==> src/rtl/branch_pkg.sv <==
// Shared definitions for the branch unit: condition codes, FSM states and status bit positions.
package branch_pkg;

    localparam logic [2:0] COND_B   = 3'b000;
    localparam logic [2:0] COND_BEQ = 3'b001;
    localparam logic [2:0] COND_BNE = 3'b010;
    localparam logic [2:0] COND_BLT = 3'b011;
    localparam logic [2:0] COND_BLE = 3'b100;

    localparam int ST_N = 2;
    localparam int ST_V = 1;
    localparam int ST_Z = 0;

    typedef enum logic [1:0] {
        IDLE = 2'd0,
        EVAL = 2'd1,
        DONE = 2'd2
    } state_t;

endpackage

==> src/rtl/branch_unit_cond_eval.sv <==
// Combinational branch-condition decoder; codes 101-111 are reported as reserved and never taken.
module cond_eval
    import branch_pkg::*;
(
    input  logic [2:0] i_cond,
    input  logic [2:0] i_status,
    output logic       o_taken,
    output logic       o_reserved
);

    logic w_lt;

    assign w_lt = i_status[ST_N] ^ i_status[ST_V];

    always_comb begin
        o_taken    = 1'b0;
        o_reserved = 1'b0;
        case (i_cond)
            COND_B:   o_taken = 1'b1;
            COND_BEQ: o_taken = i_status[ST_Z];
            COND_BNE: o_taken = ~i_status[ST_Z];
            COND_BLT: o_taken = w_lt;
            COND_BLE: o_taken = w_lt | i_status[ST_Z];
            default:  o_reserved = 1'b1;
        endcase
    end

endmodule

==> src/rtl/branch_unit.sv <==
// Branch unit: latches ALU status and resolves branches via an IDLE/EVAL/DONE handshake.
// Optional feature macro: BRANCH_ERR_EN adds the err output flagging reserved condition codes.
module branch_unit
    import branch_pkg::*;
#(
    parameter int PC_W  = 9,
    parameter int OFF_W = 8
) (
    input  logic             clk,
    input  logic             reset,
    input  logic [2:0]       status_in,
    input  logic             load_status,
    input  logic             start,
    input  logic [2:0]       cond,
    input  logic [OFF_W-1:0] offset,
    input  logic [PC_W-1:0]  pc_in,
    output logic             ready,
    output logic             done,
    output logic             taken,
    output logic [PC_W-1:0]  pc_out,
    output logic [2:0]       status_out
`ifdef BRANCH_ERR_EN
    ,
    output logic             err
`endif
);

    state_t           r_state;
    logic [2:0]       r_status;
    logic [2:0]       r_snap;
    logic [2:0]       r_cond;
    logic [OFF_W-1:0] r_offset;
    logic [PC_W-1:0]  r_pc;
    logic             r_ready;
    logic             r_done;
    logic             r_taken;
    logic [PC_W-1:0]  r_pc_out;

    logic             w_taken;
    logic             w_reserved;
    logic [PC_W-1:0]  w_target;

    cond_eval u_cond_eval (
        .i_cond     (r_cond),
        .i_status   (r_snap),
        .o_taken    (w_taken),
        .o_reserved (w_reserved)
    );

    assign w_target = r_pc + {{(PC_W-OFF_W){r_offset[OFF_W-1]}}, r_offset};

    always_ff @(posedge clk or posedge reset) begin
        if (reset) begin
            r_status <= 3'b000;
        end else if (load_status) begin
            r_status <= status_in;
        end
    end

    // The snapshot taken on accept decouples the evaluation from later status loads.
    always_ff @(posedge clk or posedge reset) begin
        if (reset) begin
            r_state  <= IDLE;
            r_ready  <= 1'b1;
            r_done   <= 1'b0;
            r_taken  <= 1'b0;
            r_pc_out <= '0;
            r_snap   <= 3'b000;
            r_cond   <= 3'b000;
            r_offset <= '0;
            r_pc     <= '0;
        end else begin
            case (r_state)
                IDLE: begin
                    r_done <= 1'b0;
                    if (start) begin
                        r_cond   <= cond;
                        r_offset <= offset;
                        r_pc     <= pc_in;
                        r_snap   <= r_status;
                        r_ready  <= 1'b0;
                        r_state  <= EVAL;
                    end
                end
                EVAL: begin
                    r_taken  <= w_taken & ~w_reserved;
                    r_pc_out <= (w_taken & ~w_reserved) ? w_target : r_pc;
                    r_done   <= 1'b1;
                    r_state  <= DONE;
                end
                DONE: begin
                    r_done  <= 1'b0;
                    r_ready <= 1'b1;
                    r_state <= IDLE;
                end
                default: begin
                    r_done  <= 1'b0;
                    r_ready <= 1'b1;
                    r_state <= IDLE;
                end
            endcase
        end
    end

`ifdef BRANCH_ERR_EN
    logic r_err;

    always_ff @(posedge clk or posedge reset) begin
        if (reset) begin
            r_err <= 1'b0;
        end else if (r_state == EVAL) begin
            r_err <= w_reserved;
        end
    end

    assign err = r_err;
`endif

    assign ready      = r_ready;
    assign done       = r_done;
    assign taken      = r_taken;
    assign pc_out     = r_pc_out;
    assign status_out = r_status;

endmodule

==> config.mk <==
export PLATFORM = sky130hd
export DESIGN_NAME = branch_unit
export DESIGN_NICKNAME = d
export VERILOG_FILES = /design/src/rtl/branch_pkg.sv /design/src/rtl/branch_unit_cond_eval.sv /design/src/rtl/branch_unit.sv
export SDC_FILE = /design/constraint.sdc
export NUM_CORES = 1
export LEC_CHECK = 0
export ABC_AREA = 0
export CAP_MARGIN = 20
export CORE_ASPECT_RATIO = 0.8
export CORE_MARGIN = 1
export CORE_UTILIZATION = 50
export DETAILED_ROUTE_END_ITERATION = 10
export MAX_ROUTING_LAYER = met4
export PLACE_DENSITY = 0.79
export SYNTH_ARGS = -nofsm -noshare
export SYNTH_HDL_FRONTEND = slang
export SYNTH_SLANG_ARGS = --single-unit
==> constraint.sdc <==
create_clock -name clk -period 2.6 [get_ports clk]
set_input_delay 0.26 -clock clk [delete_from_list [all_inputs] [get_ports clk]]
set_output_delay 0.26 -clock clk [all_outputs]
set_load 0.02 [all_outputs]
==> out/results.txt, run 1 <==
Timing would allow up to 0.458 GHz. The initial detailed-routing violation count was 39; the maximum number of pins on one net before global-route repair was 41. The standard-cell row count was 19. Dividing the detail-routed wire length by the instance count gives 16.0 µm. The setup fix buffers added after clock tree synthesis was 0; the leakage power total was 1.10 nW.

The cell area that synthesis handed to floorplanning was 0.00195 mm². Measured against its own limit, the worst slew margin works out to 34.9%. The post-route fraction of the period consumed by the critical path works out to 84.1%.

The flow ran to the end, and the final reports show no timing, DRC or antenna violations. The logs give 2.40 ns for the endpoint arrival time on the critical path and 0 for the sum of overflow across all layers after global routing. Internal power comes to 1.58 mW.

The layout overhead on the synthesized area is 28.1%. Routability-driven placement finished with a final weighted congestion of 0.797. VDD sags by at most 0.570 mV. The setup skew after layout was 0.00318 ns; the source-to-sink clock delay at the later pin of the worst-skew pair was 0.29 ns. Clock root buffer: sky130_fd_sc_hd__clkbuf_8. Once the clock tree was built, the resizer swapped 0 gates to a different size. sky130_fd_sc_hd__dfrtp_1 takes more of the synthesized area than any other cell.

The total area inside the core boundary comes to 0.00357 mm². Setup repair after global routing left no endpoint under its margin. Summed over all failing endpoints, the final setup total negative slack is 0 ns. Clock-pin slew was measured on the worst setup and hold paths at 0.07 ns.

The run gives 51.5% as the part of the Yosys area used for sequential elements. The class of the most critical setup path is flip-flop to flip-flop. The number of diodes was 0; the number of global-route vias before repair was 1442. The detail route stage leaves a number of antenna-violating nets equal to 0.

Subtracting the final worst setup slack from the clock period gives 2.19 ns. A synthesized cell averages 11.8 µm². The initial utilization of the core area, before any placement, comes to 54.6%. At the placement stage, the worst setup path has a slack of 0.440 ns. Number of cells produced by synthesis: 165. By area the synthesized netlist is led by sky130_fd_sc_hd__dfrtp_1, sky130_fd_sc_hd__mux2_2, sky130_fd_sc_hd__ha_1. The logs give 0 for the hold violation count in the final report and 246 for the number of nets in the final layout. STA classifies the critical path startpoint as a flip-flop. The analysis attributes to net switching a power of 0.906 mW. The first global-routing pass estimated 7040 µm of wire.

The post-route netlist has 17.5% of its cells at a drive strength greater than 1. For the quantity of hold-fixing buffers added after cts, the log shows 0. Topmost layer with routed signal wires: met4. The initial antenna violation count is 0, and the maximum buffer depth of the clock tree is 2. Warning count from the yosys run: 0.

The logs give 201 for the synthesized netlist net count and 178 µm for the length of routed met3 wiring. TritonCTS built the clock tree. Across the run, the number of max-cap violations was 0.

The relative contribution of the clock network to total power is 16.8%, and the post-synthesis register bit count is 40. The routed design uses 1890 µm of met2 wire. The synthesized netlist contains 44 unique library cells.

Power spread over the standard cell area amounts to 999 mW/mm². After detailed routing, the number of vias per cell comes to 5.67. The placed instances occupy a cell area of 0.00240 mm². Buffers inserted during clock tree synthesis total 5.

The number of enable flip-flop cells after synthesis was 0; the total track usage was 23.7%. CTS saw 40 sinks. After synthesis, the share of flip-flops with an asynchronous set or reset is 100%. Setup violations remaining at the end of the flow were counted as 0. The tools report the part of the total power dissipated in sequential elements as 37.6%. The worst setup path is captured at a flip-flop. For the worst flop-to-flop path, the logic depth is 8.

Across all layers, the routed design uses 1434 vias. Of all nets on the critical path, the largest fanout is 4. Worst min-delay path category: input pin to asynchronous set/reset pin.

In this run the vertical extent of the chip is 57.8 µm. The share of Yosys cell area claimed by the top area cell type is 50.2%, and the number of buffer cells added on primary ports is 41. The tools report the total detailed-routing wirelength as 4050 µm. Summing all non-filler instances in the final layout gives an area of 0.00249 mm². After detailed routing, the number of remaining DRC violations is 0. In the final routing, the length of wire on met1 measures 1920 µm.

In this run, the combinational gates consume 45.6% of the power. For the worst setup path, the data required time is 2.81 ns. Summed over all nets, the half-perimeter wirelength after detailed placement is 2990 µm. The primary flip-flop cell chosen by synthesis mapping was sky130_fd_sc_hd__dfrtp_1.

Width of the die: 71.7 µm. The final number of max-transition violations is 0, and the total I/O pin count is 42. The die covers 0.00415 mm². CTS built an H-tree with a depth of 2.

For this run, the detailed router's first-pass iteration total came to 4. At the pin with the least slew margin, the transition time is 0.973 ns. The worst path meets setup with 0.414 ns of slack. The completed layout was analyzed and its total power is 2.49 mW. The net switching fraction of the power works out to 36.4%.
logic make-up after synthesis:
logic type                 share of synthesized area [%]
and+or+nand+nor                                     9.45
muxes                                               15.7
DFF                                                 51.5
adders and majority gates                           6.17
AOI/OAI and AO/OA                                   12.7
xor gates and xnor gates                            1.80
buffers and inverters                               2.70
worst max-delay path, stage by stage, from the launching register on:
cell and delay (ns):
sky130_fd_sc_hd__dfrtp_1 0.40, sky130_fd_sc_hd__ha_1 0.20, sky130_fd_sc_hd__inv_1 0.07, sky130_fd_sc_hd__fa_1 0.24, sky130_fd_sc_hd__nor2b_4 0.06, sky130_fd_sc_hd__o31ai_1 0.33
sky130_fd_sc_hd__a21oi_1 0.14, sky130_fd_sc_hd__or4_1 0.48, sky130_fd_sc_hd__a31oi_1 0.17
through the flow:
step | cells | hold slack (ns) | util [%]
finish | 253 | 0.398 | 69.9
global route | 253 | 0.450 | 69.9
CTS | 253 | 0.416 | 69.9
detailed placement | 245 | 0.471 | 67.4
global placement | 245 | 0.462 | 67.4
floorplan | 165 | 0.377 | -
sequential cells by signal (all words and copies together) (netlist names), 2 cells and up:
| name | count |
|---|---|
| pc_out | 9 |
| r_cond | 3 |
| r_offset | 8 |
| r_pc | 9 |
| r_snap | 3 |
| r_state | 2 |
| status_out | 3 |
worst paths after layout:
kind,startpoint,to,slack (ns)
max in group asynchronous,reset,ready,1.85
min reg2reg,taken,taken,0.48
max,r_pc[0],pc_out[8],0.41
max reg2reg,r_pc[0],pc_out[8],0.41
min,reset,taken,0.40
min in group clk,taken,taken,0.48
synthesized netlist by cell type, types with 2 or more instances:
cell	number
sky130_fd_sc_hd__nor3_1	4
sky130_fd_sc_hd__a21o_1	6
sky130_fd_sc_hd__a21oi_1	5
sky130_fd_sc_hd__a31oi_1	3
sky130_fd_sc_hd__o31ai_1	2
sky130_fd_sc_hd__ha_1	8
sky130_fd_sc_hd__o211ai_1	2
sky130_fd_sc_hd__mux2_2	23
sky130_fd_sc_hd__o21ai_0	7
sky130_fd_sc_hd__inv_1	6
sky130_fd_sc_hd__o22a_1	2
sky130_fd_sc_hd__xor2_1	3
sky130_fd_sc_hd__o21a_1	2
sky130_fd_sc_hd__buf_2	3
sky130_fd_sc_hd__nand2_1	12
sky130_fd_sc_hd__o21ai_1	2
sky130_fd_sc_hd__nand3_1	4
sky130_fd_sc_hd__dfrtp_1	39
sky130_fd_sc_hd__mux2i_1	2
sky130_fd_sc_hd__nor2_1	6
layout by cell type (no fill, tap or decap), types with 2 or more instances in the layout:
| cell | netlist | final |
|---|---|---|
| sky130_fd_sc_hd__a21o_1 | 6 | 6 |
| sky130_fd_sc_hd__a21oi_1 | 5 | 5 |
| sky130_fd_sc_hd__a31oi_1 | 3 | 3 |
| sky130_fd_sc_hd__buf_4 | 1 | 2 |
| sky130_fd_sc_hd__clkbuf_1 | 1 | 2 |
| sky130_fd_sc_hd__clkbuf_8 | 0 | 6 |
| sky130_fd_sc_hd__clkdlybuf4s50_1 | 0 | 41 |
| sky130_fd_sc_hd__dfrtp_1 | 39 | 39 |
| sky130_fd_sc_hd__ha_1 | 8 | 8 |
| sky130_fd_sc_hd__inv_1 | 6 | 6 |
| sky130_fd_sc_hd__mux2_2 | 23 | 23 |
| sky130_fd_sc_hd__mux2i_1 | 2 | 2 |
| sky130_fd_sc_hd__nand2_1 | 12 | 12 |
| sky130_fd_sc_hd__nand3_1 | 4 | 4 |
| sky130_fd_sc_hd__nor2_1 | 6 | 6 |
| sky130_fd_sc_hd__nor3_1 | 4 | 4 |
| sky130_fd_sc_hd__o211ai_1 | 2 | 2 |
| sky130_fd_sc_hd__o21a_1 | 2 | 2 |
| sky130_fd_sc_hd__o21ai_0 | 7 | 7 |
| sky130_fd_sc_hd__o21ai_1 | 2 | 2 |
| sky130_fd_sc_hd__o22a_1 | 2 | 2 |
| sky130_fd_sc_hd__o31ai_1 | 2 | 2 |
| sky130_fd_sc_hd__xor2_1 | 3 | 3 |
layer usage:
| layer | up-vias | global-route usage, % |
|---|---|---|
| met5 | - | - |
| met4 | 0 | 7.84 |
| met3 | 7 | 5.74 |
| met2 | 37 | 36.9 |
| met1 | 702 | 30.8 |
| li1 | 688 | - |
cell type report:
class	instances	area [µm²]
fill	285	1070
sequential	40	1000
multi-input combinational	113	896
timing repair buffer	43	425
clock buffer	8	90.1
tap	42	52.6
inverter	7	26.3
power groups by stage:
stage | Sequential, mW | Combinational, mW | Clock [mW]
after floorplan | 1.02 | 0.674 | 0
after global placement | 0.928 | 1.11 | 0
after detailed placement | 0.947 | 1.13 | 0
after CTS | 0.936 | 1.14 | 0.424
after global routing | 0.960 | 1.25 | 0.460
final | 0.935 | 1.14 | 0.419
Power figures use the tool's default switching activity.
==> run 2, diff against run 1 <==
- clock period: 2.6 -> 2.25 ns (I/O delays scaled with it)
==> run 2 against run 1 <==
  * Fmax increased by 6.0%
  * Register-to-register slack got worse by 0.23 ns
  * Clock-buffer cell count decreased by 2
  * Sequential share of layout area decreased by 0.32 points
  * Critical path type unchanged
  * Setup slack got worse by 0.23 ns
  * Via count increased by 0.91%
  * Design area increased by 0.80%
  * Combinational power increased by 16%
==> out/results.txt, run 2 (synthesis gave the netlist of run 1 again) <==
The run finished with clean final reports. Measured against its own limit, the worst slew margin works out to 35.4%. The worst-case IR drop observed on VDD is 0.587 mV. Global routing used 23.3% of the available tracks.

For the half-perimeter wire length of the detailed placement result, the log shows 2940 µm. The final number of max-transition violations came out at 0. Dividing the final minimum period by the clock period gives 91.7%. The total detailed-routing wirelength came out at 4110 µm. The share of total power dissipated in combinational logic is 45.6%. The data required time of the worst path was 2.47 ns; the total negative slack for setup checks was 0 ns. The number of global-route vias before repair was 1487. For this configuration, the core starts out at a cell density of 54.6%. For the initial detailed-routing violation count, the log shows 62. The critical path starts at r_pc[0].

The deepest level of the CTS H-tree came out at 2. The standard cell core area was 0.00357 mm²; the leakage power total was 1.11 nW. Maximum clock rate: 0.485 GHz. The tightest min-delay check is of the input pin to asynchronous set/reset pin type. The internal portion of the total power is 1.83 mW.

The total power per unit cell area was 1150 mW/mm²; the layout overhead on the synthesized area was 29.1%. For the count of nets left with antenna violations after detail routing, the log shows 0. The routed layout has 1447 vias. After clock tree synthesis, the flow added hold-fix buffers numbering 0.

The tools report the endpoint arrival time on the critical path as 2.28 ns. The longest clock path from root to sink contains 2 buffers. The tools report the startpoint of the most critical register-to-register path as r_pc[0].

In the final layout, the share of cells above drive strength 1 is 19.7%. Clock tree synthesis found a total of 40 sinks. Setup repair after global routing left no endpoint under its margin. The mean number of vias per cell is 5.67.

The slack of the worst reg-to-reg path is 0.19 ns, and the number of remaining DRC errors is 0. The most common library cell in the layout ignoring fill and taps is sky130_fd_sc_hd__clkdlybuf4s50_1. The later pin in the worst-skew pair is clocked with a latency of 0.30 ns.

42 I/O pins were placed. In the layout the commonest cells are sky130_fd_sc_hd__clkdlybuf4s50_1, sky130_fd_sc_hd__dfrtp_1, sky130_fd_sc_hd__mux2_2, sky130_fd_sc_hd__nand2_1, sky130_fd_sc_hd__ha_1. The first detailed-routing pass ran for 4 iterations.

The run gives 0 as the initial antenna violation count. TritonCTS built the clock tree. Before CTS, the worst setup slack after placement is 0.128 ns.

STA classifies the critical path startpoint as a flip-flop. The floorplan step defined a die boundary enclosing 0.00415 mm². Routability-driven placement finished with a final weighted congestion of 0.796.

The net switching fraction of the power was 36.7%; the switching power was 1.06 mW. The floorplan has 19 rows. Dividing the detail-routed wire length by the instance count gives 16.1 µm. Setup violations remaining at the end of the flow were counted as 0. For the CTS buffer count, the log shows 5. The worst register-to-register path ends at pc_out[8]. The tools report the worst setup slack after layout as 0.187 ns. The clock root buffer was sky130_fd_sc_hd__clkbuf_8. Timing endpoint of the critical path: pc_out[8]. The hold violation count in the final report is 0, and the width of the die is 71.7 µm. The critical path capture point type was a flip-flop. The first global-routing pass estimated 6880 µm of wire. In this run the tool buffered the top-level ports with 41 buffer cells.

Sequential cells account for 37.3% of the total power. The largest fanout on the critical path is 4, and the number of diodes is 0. The number of nets in the final layout was 248. The clock-pin slew reported for the worst setup and hold paths after clock tree synthesis was 0.08 ns; the transition at the pin with the smallest max-transition slack was 0.965 ns. Counting I/O delays and the setup requirement, the final critical path takes 2.06 ns.

The setup skew after layout is 0.00611 ns. The class of the most critical setup path was flip-flop to flip-flop. In this run the vertical extent of the chip is 57.8 µm. For the maximum number of pins on one net before global-route repair, the log shows 41. The clock network accounts for 17.1% of the total power. The sum of overflow across all layers after global routing is 0, and the number of max-capacitance violations reported is 0. The number of cells on the worst reg-to-reg path was 8.
run 2: layout make-up:
class                           count  area (µm²)
Multi-Input combinational cell    113         898
Timing Repair Buffer               45         440
Clock buffer                        6        82.6
Inverter                            7        26.3
Clock inverter                      2        10.0
Fill cell                         266        1050
Sequential cell                    40        1000
Tap cell                           42        52.6
run 2: power by group through the flow:
| stage | Combinational (mW) | Clock [mW] | Sequential [mW] |
|---|---|---|---|
| detailed placement | 1.30 | 0 | 1.09 |
| finish | 1.32 | 0.494 | 1.08 |
| global route | 1.45 | 0.536 | 1.11 |
| global placement | 1.29 | 0 | 1.07 |
| CTS | 1.31 | 0.500 | 1.08 |
| floorplan | 0.779 | 0 | 1.18 |
run 2: metal layers:
layer  track usage [%]  up-vias  wire length, µm
met5                 -        -                0
met4              10.1        0               75
met3              4.87       10              179
met2              36.4       40             1920
met1              29.8      708             1930
li1                  -      689                -
run 2: worst max-delay path, stage by stage, from the launching register on:
cell	delay [ns]
sky130_fd_sc_hd__dfrtp_1	0.38
sky130_fd_sc_hd__ha_1	0.17
sky130_fd_sc_hd__inv_1	0.05
sky130_fd_sc_hd__fa_2	0.36
sky130_fd_sc_hd__nor2b_4	0.15
sky130_fd_sc_hd__o31a_2	0.15
sky130_fd_sc_hd__nor4_1	0.06
sky130_fd_sc_hd__or4_1	0.50
sky130_fd_sc_hd__a31oi_1	0.17
run 2: worst min-delay path by stage:
stage                  end       from  cells past startpoint
2_1_floorplan  r_offset[1]  offset[1]                      2
3_5_place_dp     pc_out[0]  pc_out[0]                      2
5_1_grt          pc_out[7]      reset                      3
6_report         pc_out[7]      reset                      3
3_3_place_gp     pc_out[0]  pc_out[0]                      2
4_1_cts         r_state[1]      reset                      3
run 2: repair_timing:
item | 4_1_cts | 5_1_grt
setup endpoints to repair | 0 | 1
gates resized for setup | 0 | 1
setup buffers | 0 | 1
run 2: metrics by stage:
step	power [mW]	instance area (µm²)	std cells	utilization, %	hold slack (ns)
6_report	2.90	2510	255	70.5	0.360
5_1_grt	3.09	2510	255	70.5	0.421
4_1_cts	2.89	2500	254	70.2	0.373
3_5_place_dp	2.39	2410	246	67.6	0.478
3_3_place_gp	2.36	2410	246	67.6	0.462
2_1_floorplan	1.96	1950	165	-	0.342
==> run 3, diff against run 2 <==
- ABC_AREA: 0 -> unset
- TNS_END_PERCENT: unset -> 10
- clock period: 2.25 -> 1.97 ns (I/O delays scaled with it)
==> run 3 against run 2 <==
  * The run now ends with negative setup slack left
  * Setup slack worse by 0.25 ns
  * Die area stayed put
  * Sequential power is 13% higher
  * First-iteration DRC count is 77% higher
  * Hold slack worse by 0.046 ns
  * Critical path type unchanged
  * Highest routed layer unchanged
==> out/results.txt, run 3 (synthesis gave the netlist of run 1 again) <==
The run finished, with violations left. The checks that failed: negative setup slack. The maximum clock rate is 0.491 GHz, and the delay of the slowest cell on the worst path is 0.50 ns. Once detail routing completed, the nets flagged for antenna violations numbered 0.

Leaving out fill and tap cells, the most frequent cell in the layout is sky130_fd_sc_hd__clkdlybuf4s50_1. The half-perimeter wire length of the detailed placement result was 3090 µm; the deepest level of the CTS H-tree was 2. The final critical-path required period is 2.04 ns. The mean number of vias per cell is 5.61, and the total I/O pin count is 42. Row generation in the floorplan step produced 19 rows. The number of remaining DRC errors came out at 0. The run gives 4 as the number of iterations in the first detailed-routing pass. STA classifies the critical path startpoint as a flip-flop. The longest clock path from root to sink contains 2 buffers. STA puts the critical path data required time at 2.19 ns.

The net switching fraction of the power was 33.2%; the placed standard-cell area was 0.00248 mm². For the number of filler cells placed in the layout, the log shows 255. The worst setup slack after layout was -0.0670 ns. In this run the worst setup path terminates at pc_out[8].

Number of cells on the worst reg-to-reg path: 8. In this run, post-CTS hold repair placed 0 buffers. For this block, the via count after detailed routing is 1465. For the pin with the worst max-slew slack, the measured transition is 0.617 ns. In the layout the commonest cells are sky130_fd_sc_hd__clkdlybuf4s50_1, sky130_fd_sc_hd__dfrtp_1, sky130_fd_sc_hd__mux2_2, sky130_fd_sc_hd__nand2_1, sky130_fd_sc_hd__buf_4. The number of global-route vias before repair was 1554; the CTS buffer count was 5. For the maximum number of pins on one net before global-route repair, the log shows 41. The congestion estimate from routability-driven global placement came to 0.777. Clock-pin slew was measured on the worst setup and hold paths at 0.08 ns. Of all nets on the critical path, the largest fanout is 3.

The run gives 0.00415 mm² as the area enclosed by the die boundary. The endpoint identified for the worst register-to-register timing path is pc_out[8]. The clock root buffer is sky130_fd_sc_hd__clkbuf_8.

The final setup violation count was 1; the total detailed-routing wirelength was 4260 µm. Cells with a size suffix above 1 make up 24.7% of the layout. The total power per unit cell area came out at 1420 mW/mm². The final number of max-transition violations was 0; the post-route fraction of the period consumed by the critical path was 103%. The run gives 1.17 nW as the leakage power total. The internal portion of the total power is 2.53 mW. The run gives 0 as the number of diodes. The sum of overflow across all layers after global routing is 0, and the relative contribution of the clock network to total power is 24.2%. The tools report the initial antenna violation count as 0. Clock latency on the worst-skew pair, taken at its later pin, is 0.29 ns. The number of nets in the final layout is 254, and the slack of the worst reg-to-reg path is -0.07 ns.

The utilization after layout was 74.6%. The worst setup path is captured at a flip-flop. In this run the critical register-to-register path is launched from r_pc[0]. Class of the most critical setup path: flip-flop to flip-flop. TritonCTS built the clock tree. Of the total power, combinational logic draws 43.5%.

The worst-case IR drop observed on VDD is 0.927 mV. Once the clock tree was built, the setup fixing pass inserted 0 buffers. Clock skew on the completed layout was measured at 0.00746 ns. The first global-routing pass estimated 7410 µm of wire. The area occupied by registers is 0.00100 mm², and the total negative slack for setup checks is -0.0670 ns. For the worst hold margin, the log shows 0.314 ns. The overall power consumption came out at 3.79 mW. Headroom to the max-slew limit came out at 58.8%. For this configuration, the core starts out at a cell density of 54.6%.

The critical path goes through ha_2 > inv_1 > fa_2 > nor2b_4 > o31a_2 > nor4_2 > or4_1 > a31oi_1. The min-delay analysis places its worst path in the category input pin to asynchronous set/reset pin. The switching power was 1.26 mW. The standard cell core area was 0.00357 mm²; the area used by multi-input combinational logic was 923 µm². Relative to the synthesized area, the layout overhead comes to 36.8%. The detailed router finished its first iteration with 110 violations. In the final routed layout, each cell accounts on average for 16.3 µm. The tools report the hold violation count in the final report as 0. The tool flagged a number of max-cap violations equal to 0. Setup repair after global routing could not meet its margin everywhere.

Sequential cells burn 32.3% of the power. The first element of the critical path is r_pc[0]. The tools report the number of sinks on the clock net as 40. The die is 57.8 µm tall. The die is 71.7 µm wide.

Data on the critical path arrives at its endpoint at 2.26 ns. The largest individual stage delay along the critical path comes from the cell sky130_fd_sc_hd__or4_1. The logs give 0.00266 mm² for the final instance area and 24.7% for the total track usage.

Input and output buffers added on the ports amount to 41.
run 3: cell types whose count changed in the layout (fill, tap and decap cells not counted), sizes merged:
cell | before | now
bufinv | 0 | 3
clkinv | 3 | 1
buf | 4 | 10
clkbuf | 6 | 5
run 3: repair_timing:
item / in CTS / in global routing
pin swaps: 0 / 2
resized for setup: 1 / 5
endpoints found under the setup margin: 1 / 9
gates cloned: 0 / 0
run 3: power groups by stage:
| stage | logic, mW | registers, mW | clock network, mW |
|---|---|---|---|
| global placement | 1.57 | 1.22 | 0 |
| global route | 1.81 | 1.25 | 0.972 |
| finish | 1.65 | 1.22 | 0.917 |
| floorplan | 0.892 | 1.35 | 0 |
| CTS | 1.62 | 1.22 | 0.934 |
| detailed placement | 1.59 | 1.24 | 0 |
run 3: routing by layer:
metal  vias to the layer above  GRT usage (%)  part of all wire [%]
met1                       715           30.5                    45
met5                         -              -                     0
met4                         0           5.04                  0.31
li1                        704              -                     -
met3                         2           7.65                   5.3
met2                        44           40.4                    49
run 3: worst min-delay path by stage:
stage	end	slack, ns
floorplan	r_offset[1]	0.31
global placement	taken	0.46
detailed placement	pc_out[1]	0.47
CTS	r_offset[1]	0.33
global route	pc_out[5]	0.40
finish	pc_out[5]	0.31
run 3: critical path: cells and delay by family, from the launching register on:
| family | cells | cell delay, ns |
|---|---|---|
| buffers and inverters | 1 | 0.05 |
| AOI/OAI and AO/OA | 2 | 0.31 |
| DFF | 1 | 0.36 |
| and+or+nand+nor | 3 | 0.70 |
| adders and majority gates | 2 | 0.54 |
run 3: cell type report:
class	count	area share, %
multi-input cells	113	34.7
clock inverters	3	3.39
well taps	42	1.97
clock buffers	5	2.59
inverters	7	0.987
flip-flops and latches	40	37.7
repair buffers	51	18.7
run 3: stage by stage:
stage,setup WS [ns],std cells
detailed placement,-0.0589,253
CTS,-0.0622,261
floorplan,0.0391,165
finish,-0.0670,261
global route,-0.194,261
global placement,0.0206,253
==> RTL edit (settings of run 1) <==
The option `BRANCH_ERR_EN` is turned on by a define.
--- a/src/rtl/branch_unit.sv
+++ b/src/rtl/branch_unit.sv
@@ -1,5 +1,7 @@
 // Branch unit: latches ALU status and resolves branches via an IDLE/EVAL/DONE handshake.
 // Optional feature macro: BRANCH_ERR_EN adds the err output flagging reserved condition codes.
+`define BRANCH_ERR_EN
+
 module branch_unit
     import branch_pkg::*;
 #(
Check against the original RTL (old outputs only; new: err): equivalent (equiv_simple and equiv_induct, registers matched by name and starting in step).
==> RTL edit against run 1 <==
- synthesized cell count up 3.0%
- worst setup slack improved by 0.041 ns
- global-route usage fell by 1.5 points
- design area is 2.8% higher
- sequential cell count is 1 higher
- sequential share of layout area decreased by 0.10 points
- area after synthesis grew 2.8%
- largest power group unchanged
- critical path type unchanged
- critical path depth unchanged
- die area up 2.7%
- power up 2.0%
- wire length grew 1.1%
==> RTL edit: results (changes against run 1) <==
Run status
  – Status: completed (unchanged)

Place
  – Hpwl dp: 2990 um (about the same)
  – Port-buffer cells: 42 (was 41)
  – Pre-CTS WS: 0.485 ns (was 0.440 ns)
  – Placer Congestion: 1.01 (was 0.797)
  – Area after DPL: 2480 um^2 (was 2400 um^2)

Layout
  – Final #Nets: 252 (was 246)
  – Share of cells above drive strength 1: 18.9% (was 17.5%)
  – N_diodes: 0 (unchanged)

Logic synthesis
  – Ys async rst share: 100% (unchanged)
  – Post-synth top cells: dfrtp_1, mux2_2, nand2_1, ha_1 (was dfrtp_1, mux2_2, nand2_1, ha_1, o21ai_0)
  – Top FF cell, synth: dfrtp_1 (unchanged)
  – Post-Syn Nets: 206 (was 201)
  – Synth area leaders: dfrtp_1, mux2_2, ha_1 (unchanged)
  – Register area share after synthesis: 51.4% (was 51.5%)
  – Distinct cells, synth: 45 (was 44)
  – Ys Warns: 0 (unchanged)

Power
  – Sw Ratio: 36.9% (was 36.4%)
  – LEAKAGE: 1.12 nW (was 1.10 nW)
  – Logic power comb: 1.17 mW
  – Maximum vdd drop: 0.000491 V (was 0.000570 V)
  – Logic pwr share: 46.2% (was 45.6%)
  – P_clk: 403 uW (was 419 uW)

Routing
  – Via density: 5.38 (was 5.67)
  – DR iter-0 viols: 78 (was 39)
  – DR WL/cell: 15.0 um (was 16.0 um)
  – DRT Pass-1 Iters: 4 (unchanged)

Clock tree
  – Bufs on Longest Clock Path: 2 (unchanged)
  – H-tree levels: 2 (unchanged)
  – Clk root buf: clkbuf_8 (unchanged)
  – Postcts setup bufs: 0 (unchanged)
  – Cts bufs inserted: 5 (unchanged)
  – Clk slew on worst S/H paths: 0.07 ns (about the same)
  – Skew-Pair Late Insertion Delay: 0.29 ns (about the same)
  – Post-CTS Resized: 0 (unchanged)

Setup path
  – Slowest cell on the critical path: or4_1 (unchanged)
  – CP arrival: 2.36 ns (was 2.40 ns)
  – Crit-path max FO: 4 (unchanged)
  – CP max stage delay: 0.50 ns (was 0.48 ns)

Global route
  – Gr usage total: 22.2% (was 23.7%)
  – Vias in the first global route: 1496 (was 1442)
  – Pin count of the biggest net entering global routing: 42 (was 41)
  – First-pass GRT wire length: 6890 um (was 7040 um)
  – Initial antenna violation count: 0 (unchanged)

Timing
  – Slew headroom: 39.9% (was 34.9%)
  – Final Skew: 0.00297 ns (was 0.00318 ns)

Min path
  – Worst Hold Class: in -> async (unchanged)
RTL edit: worst paths after layout:
path | from | to | slack (ns) | cells past startpoint
worst max-delay path | r_pc[0] | pc_out[8] | 0.46 | 8
worst min-delay path | reset | r_state[0] | 0.40 | 3
worst max register to register | r_pc[0] | pc_out[8] | 0.46 | 8
worst min register to register | taken | taken | 0.47 | 2
max in group asynchronous | reset | ready | 1.84 | 3
min in group clk | taken | taken | 0.47 | 2
RTL edit: stage by stage:
step	utilization (%)	hold WS, ns	cells
after floorplan	-	0.377	170
after global placement	65.2	0.461	264
after detailed placement	65.2	0.464	264
after CTS	67.3	0.423	272
after global routing	67.3	0.452	272
final	67.3	0.398	272
RTL edit: area by class of cell:
cell class | instances | area [um^2]
timing repair buffer | 45 | 443
multi-input combinational | 117 | 920
fill | 299 | 1240
tap | 55 | 68.8
inverter | 6 | 22.5
sequential | 41 | 1030
clock buffer | 8 | 80.1
RTL edit: metal layers:
| metal | track usage, % | share of wire (%) |
|---|---|---|
| met1 | 28.4 | 45 |
| met4 | 9.52 | 1.6 |
| met3 | 4.97 | 4.5 |
| met2 | 34.4 | 49 |
| met5 | - | 0 |
RTL edit: cell families after synthesis:
kind of cell | share of synthesized area [%]
AND/OR/NAND/NOR | 10.3
XOR/XNOR | 1.75
AO/OA/AOI/OAI | 12.6
adder cells (fa/ha/maj) | 6.01
buffers and inverters | 2.88
multiplexers | 15.1
flip-flops | 51.4
RTL edit: worst max-delay path: cells and delay by family, from the launching register on:
kind,cells,cell delay (ns)
AND/OR/NAND/NOR,3,0.72
adder cells (fa/ha/maj),2,0.59
flip-flops,1,0.37
AO/OA/AOI/OAI,2,0.33
buffers and inverters,1,0.05
